### src/rtl/keypad_pkg.sv
// Shared types, sizes and small helpers for the 3x3 keypad scan controller.
package keypad_pkg;

  localparam int         KP_ROWS   = 3;
  localparam int         KP_COLS   = 3;
  localparam logic [1:0] CODE_NONE = 2'd0;

  typedef enum logic [2:0] {
    IDLE      = 3'd0,
    SCAN      = 3'd1,
    DEB_PRESS = 3'd2,
    PRESSED   = 3'd3,
    DEB_REL   = 3'd4
  } kp_state_e;

  // Next column index with wrap from the last column back to column 0.
  function automatic logic [1:0] next_col(input logic [1:0] idx);
    logic [1:0] nxt;
    case (idx)
      2'd0:    nxt = 2'd1;
      2'd1:    nxt = 2'd2;
      default: nxt = 2'd0;
    endcase
    return nxt;
  endfunction

  // One-hot column drive pattern for a column index; illegal index drives nothing.
  function automatic logic [KP_COLS-1:0] col_onehot(input logic [1:0] idx);
    logic [KP_COLS-1:0] oh;
    case (idx)
      2'd0:    oh = 3'b001;
      2'd1:    oh = 3'b010;
      2'd2:    oh = 3'b100;
      default: oh = 3'b000;
    endcase
    return oh;
  endfunction

endpackage

### src/rtl/keypad_scan_ctrl_prio_enc.sv
// 4-input priority encoder: index of the highest set request bit, 0 when none.
module priority_encoder (
  input  logic [3:0] req,
  output logic [1:0] code
);

  // Highest set bit wins.
  always_comb begin
    code = 2'd0;
    if (req[3]) begin
      code = 2'd3;
    end else if (req[2]) begin
      code = 2'd2;
    end else if (req[1]) begin
      code = 2'd1;
    end else begin
      code = 2'd0;
    end
  end

endmodule

### src/rtl/keypad_scan_ctrl.sv
// Column-scanning 3x3 keypad controller with press/release debounce, a one-entry
// valid/ready event register and a sticky overrun flag for dropped events.
module keypad_scan_ctrl
  import keypad_pkg::*;
#(
  parameter int DEBOUNCE_CYCLES = 4,
  parameter int SCAN_DWELL      = 2
) (
  input  logic               clk,
  input  logic               rst_n,
  input  logic               en,
  input  logic [KP_ROWS-1:0] row_in,
  output logic [KP_COLS-1:0] col_drv,
  output logic               key_valid,
  output logic [1:0]         key_row,
  output logic [1:0]         key_col,
  input  logic               key_ready,
  output logic               overrun,
  input  logic               ovr_clr
);

  localparam logic [3:0] DWELL_LAST = 4'(SCAN_DWELL - 1);
  localparam logic [7:0] DEB_TGT    = 8'(DEBOUNCE_CYCLES);

  kp_state_e          state_r, state_nx_s;
  logic [1:0]         col_idx_r, col_nx_s;
  logic [3:0]         dwell_r, dwell_nx_s;
  logic [7:0]         deb_r, deb_nx_s, deb_inc_s;
  logic [KP_ROWS-1:0] snap_r, snap_nx_s;
  logic               event_s;
  logic [1:0]         row_code_s;
  logic [KP_COLS-1:0] col_drv_r;
  logic               key_valid_r, overrun_r;
  logic [1:0]         key_row_r, key_col_r;

  assign deb_inc_s = deb_r + 8'd1;

  // Row code from the snapshot; the shift makes row 0 map to code 1.
  priority_encoder u_row_enc (
    .req  ({snap_r, 1'b0}),
    .code (row_code_s)
  );

  // Next-state logic for scan, debounce and release tracking.
  always_comb begin
    state_nx_s = state_r;
    col_nx_s   = col_idx_r;
    dwell_nx_s = dwell_r;
    deb_nx_s   = deb_r;
    snap_nx_s  = snap_r;
    event_s    = 1'b0;
    if (!en) begin
      state_nx_s = IDLE;
      dwell_nx_s = 4'd0;
      deb_nx_s   = 8'd0;
    end else begin
      case (state_r)
        IDLE: begin
          state_nx_s = SCAN;
          col_nx_s   = 2'd0;
          dwell_nx_s = 4'd0;
        end
        SCAN: begin
          if (dwell_r == DWELL_LAST) begin
            dwell_nx_s = 4'd0;
            if (row_in == 3'b000) begin
              col_nx_s = next_col(col_idx_r);
            end else begin
              snap_nx_s  = row_in;
              deb_nx_s   = 8'd0;
              state_nx_s = DEB_PRESS;
            end
          end else begin
            dwell_nx_s = dwell_r + 4'd1;
          end
        end
        DEB_PRESS: begin
          if (row_in == snap_r) begin
            deb_nx_s = deb_inc_s;
            if (deb_inc_s == DEB_TGT) begin
              state_nx_s = PRESSED;
              event_s    = 1'b1;
            end else begin
              state_nx_s = DEB_PRESS;
            end
          end else begin
            state_nx_s = SCAN;
            dwell_nx_s = 4'd0;
          end
        end
        PRESSED: begin
          if (row_in == 3'b000) begin
            deb_nx_s   = 8'd0;
            state_nx_s = DEB_REL;
          end else begin
            state_nx_s = PRESSED;
          end
        end
        DEB_REL: begin
          if (row_in == 3'b000) begin
            deb_nx_s = deb_inc_s;
            if (deb_inc_s == DEB_TGT) begin
              state_nx_s = SCAN;
              col_nx_s   = next_col(col_idx_r);
              dwell_nx_s = 4'd0;
            end else begin
              state_nx_s = DEB_REL;
            end
          end else begin
            state_nx_s = PRESSED;
          end
        end
        default: begin
          state_nx_s = IDLE;
        end
      endcase
    end
  end

  // Scan state, counters, snapshot and registered column drive.
  always_ff @(posedge clk or negedge rst_n) begin
    if (!rst_n) begin
      state_r   <= IDLE;
      col_idx_r <= 2'd0;
      dwell_r   <= 4'd0;
      deb_r     <= 8'd0;
      snap_r    <= 3'b000;
      col_drv_r <= 3'b000;
    end else begin
      state_r   <= state_nx_s;
      col_idx_r <= col_nx_s;
      dwell_r   <= dwell_nx_s;
      deb_r     <= deb_nx_s;
      snap_r    <= snap_nx_s;
      col_drv_r <= (state_nx_s == IDLE) ? 3'b000 : col_onehot(col_nx_s);
    end
  end

  // One-entry event register: load when empty or draining, drop when stalled.
  always_ff @(posedge clk or negedge rst_n) begin
    if (!rst_n) begin
      key_valid_r <= 1'b0;
      key_row_r   <= CODE_NONE;
      key_col_r   <= CODE_NONE;
    end else if (event_s && (!key_valid_r || key_ready)) begin
      key_valid_r <= 1'b1;
      key_row_r   <= row_code_s;
      key_col_r   <= col_idx_r + 2'd1;
    end else if (!event_s && key_valid_r && key_ready) begin
      key_valid_r <= 1'b0;
      key_row_r   <= CODE_NONE;
      key_col_r   <= CODE_NONE;
    end else begin
      key_valid_r <= key_valid_r;
      key_row_r   <= key_row_r;
      key_col_r   <= key_col_r;
    end
  end

  // Sticky overrun: a dropped event outranks a clear in the same cycle.
  always_ff @(posedge clk or negedge rst_n) begin
    if (!rst_n) begin
      overrun_r <= 1'b0;
    end else if (event_s && key_valid_r && !key_ready) begin
      overrun_r <= 1'b1;
    end else if (ovr_clr) begin
      overrun_r <= 1'b0;
    end else begin
      overrun_r <= overrun_r;
    end
  end

  assign col_drv   = col_drv_r;
  assign key_valid = key_valid_r;
  assign key_row   = key_row_r;
  assign key_col   = key_col_r;
  assign overrun   = overrun_r;

endmodule

### config.mk
export PLATFORM = sky130hd
export DESIGN_NAME = keypad_scan_ctrl
export DESIGN_NICKNAME = d
export VERILOG_FILES = /design/src/rtl/keypad_pkg.sv /design/src/rtl/keypad_scan_ctrl_prio_enc.sv /design/src/rtl/keypad_scan_ctrl.sv
export SDC_FILE = /design/constraint.sdc
export NUM_CORES = 1
export LEC_CHECK = 0
export ABC_CLOCK_PERIOD_IN_PS = 5500
export BUFFER_PORTS_ARGS = -buffer_cell sky130_fd_sc_hd__clkbuf_2
export CAP_MARGIN = 5
export CORE_MARGIN = 2
export CORE_UTILIZATION = 43
export CTS_CLUSTER_SIZE = 8
export DETAILED_ROUTE_END_ITERATION = 12
export SKIP_CTS_REPAIR_TIMING = 1
export SLEW_MARGIN = 10
export SYNTH_ARGS = -nofsm -noshare
export SYNTH_HDL_FRONTEND = slang
export SYNTH_HIERARCHICAL = 1
export SYNTH_SLANG_ARGS = --single-unit
### constraint.sdc
create_clock -name clk -period 5.5 [get_ports clk]
set_input_delay 1.1 -clock clk [delete_from_list [all_inputs] [get_ports clk]]
set_output_delay 1.1 -clock clk [all_outputs]
set_load 0.05 [all_outputs]
==> results by group <==
Detailed routing
  • Average vias per placed instance: 5.753
  • Number of nets with antenna violations after detailed routing: 0
  • First-pass detailed-route iteration total: 4
  • DRC marker count from the first detailed-route iteration: 35
  • Final Routed Wirelength: 3854 um
  • Overall via count from detail_route: 1513
  • Residual DRC: 0
  • Post-detailed-route wirelength per cell: 14.65 um

Timing
  • Fmax: 373.5 MHz
  • Post-layout min period: 2.677 ns
  • Number of max-slew violations in the final report: 0
  • Relative slew slack: 50.35%
  • Worst slew pin tran: 0.7448 ns
  • Setup tns final: 0 ns
  • Final worst clock skew: 0.004085 ns
  • Final Setup Violations: 0
  • Count of endpoints failing hold in the final timing report: 0
  • RSZ-0062 raised after global routing: no
  • Final period util: 48.68%

Floorplan
  • Area of the die: 0.004683 sq mm
  • Die height: 68.44 um
  • Number of primary I/O pins: 17
  • Row Count: 23
  • Core Box Area: 0.004000 sq mm
  • Initial core utilization: 44.64%
  • X dimension of the die: 68.44 um

Power and ir drop
  • Cell internal power dissipation: 0.3350 mW
  • Switch Pwr: 0.1375 mW
  • Reg power frac: 50.2%
  • Static leakage power: 0.8706 nW
  • Maximum ir drop on the vdd rail: 0.0001263 V
  • Clock Power Share: 37.0%
  • Relative contribution of combinational cells to total power: 12.8%
  • Fraction of power spent switching nets: 29.10%
  • P per Cell Area: 239.0 mW/mm^2

Placement
  • HPWL after DPL: 2764 um
  • DP Area: 0.001891 sq mm
  • Routability cong.: 0.8294
  • Port bufs: 16

Cells and area
  • Most common cell after layout, fill and taps aside: sky130_fd_sc_hd__dfrtp_1
  • Antenna diodes: 0
  • Layout net count: 226
  • Ratio of cells with drive above 1 in the final layout: 16.43%
  • Area Overhead vs Synth: 10.72%
  • Summed area of non-filler cells in the final layout: 0.001977 sq mm
  • Area taken by multi-input logic gates: 996.0 sq um
  • Register area: 725.7 sq um
  • Most frequent cells in the layout: sky130_fd_sc_hd__dfrtp_1, sky130_fd_sc_hd__nand2_1, sky130_fd_sc_hd__o21ai_0, sky130_fd_sc_hd__clkbuf_2, sky130_fd_sc_hd__nor2_1
  • Count of fill cells added during filler insertion: 402

Run
  • Max Cap Viol: 0

Worst setup path
  • Critical path start-end classification: in2reg
  • Largest fanout of any net on the critical path: 11
  • Worst Setup Start Kind: primary input
  • Worst endpoint required time: 5.72 ns
  • Data arrival time at the worst-slack endpoint: 2.90 ns
  • Worst Setup End Kind: flop

Global routing
  • Global-route usage over all layers: 18.55%
  • Global-route wire length before repair: 6403 um
  • Remaining global-route overflow: 0
  • Number of global-route vias before repair: 1428
  • Maximum number of pins on one net before global-route repair: 30
  • Antenna violations before repair: 0

Clocking
  • Clock net sink count: 29
  • Total CTS buffers: 5
  • Clk Latency, worst-skew pair: 0.29 ns
  • Clk buf depth: 2
  • TritonCTS clock tree: yes
  • Library cell used as clock root buffer: sky130_fd_sc_hd__clkbuf_8
  • Deepest level of the CTS H-tree: 2
  • Reg clk slew, reported paths: 0.06 ns

Synth
  • Total standard cell area after synthesis: 0.001785 sq mm
  • Post-synthesis average cell area: 9.063 sq um
  • Count of mapped cells out of synthesis: 197
  • Post-synth net total: 211
  • Yosys warning total: 6

Outcome
  • Result of the run: complete, no violations

Min path
  • Hold crit path type: reg2reg
[power groups by stage]
stage	logic, mW	registers, mW	clock network, mW
floorplan	0.0432	0.239	0
global placement	0.0588	0.241	0
detailed placement	0.0610	0.241	0
CTS	0.0610	0.237	0.181
global route	0.0695	0.238	0.189
finish	0.0603	0.237	0.175
[state kept, by name, summed over array words and instances, names as in the netlist, 2 cells and up]
name       flops
deb_r          8
key_row        2
col_drv        3
dwell_r        4
snap_r         3
col_idx_r      2
state_r        3
key_col        2
[stage by stage]
stage,instances,util [%],worst slack (ns),hold slack [ns],total power [mW]
3_5_place_dp,255,47.26,2.542,0.4821,0.3021
3_3_place_gp,255,47.26,2.584,0.4681,0.2993
6_report,263,49.42,2.823,0.4813,0.4725
5_1_grt,263,49.42,2.677,0.5368,0.4969
4_1_cts,263,49.42,2.845,0.4900,0.4792
2_1_floorplan,197,-,2.833,0.4440,0.2817
[critical path, cell delays in order]
cell and delay (ns):
sky130_fd_sc_hd__clkbuf_2 0.12, sky130_fd_sc_hd__or3_1 0.54, sky130_fd_sc_hd__o21ai_0 0.22, sky130_fd_sc_hd__or3_1 0.18, sky130_fd_sc_hd__nand2_2 0.12, sky130_fd_sc_hd__or4_1 0.52
sky130_fd_sc_hd__nand3_1 0.10
[final cells by class]
| type | count | share of cell area, % |
|---|---|---|
| well taps | 50 | 3.165 |
| flip-flops and latches | 29 | 36.71 |
| multi-input cells | 153 | 50.38 |
| clock inverters | 3 | 0.8861 |
| clock buffers | 5 | 3.481 |
| inverters | 7 | 1.329 |
| repair buffers | 16 | 4.051 |
[per-layer routing]
metal	track usage, %	up-vias	share of wire [%]
met2	29.69	24	48
met4	9.000	0	2.2
met3	3.783	13	3.1
met1	23.69	725	47
met5	0	-	0
li1	-	751	-
[final timing paths]
path                         endpoint        from  cells after the start  slack (ns)
max in group asynchronous   key_valid       rst_n                      1        4.16
setup reg to reg           key_col[1]    deb_r[0]                      7        3.02
hold / removal             dwell_r[3]  dwell_r[3]                      1        0.48
setup / recovery             deb_r[6]   row_in[1]                      7        2.82
min in group asynchronous  dwell_r[2]       rst_n                      1        0.86
hold reg to reg            dwell_r[3]  dwell_r[3]                      1        0.48
Power figures use the tool's default switching activity.
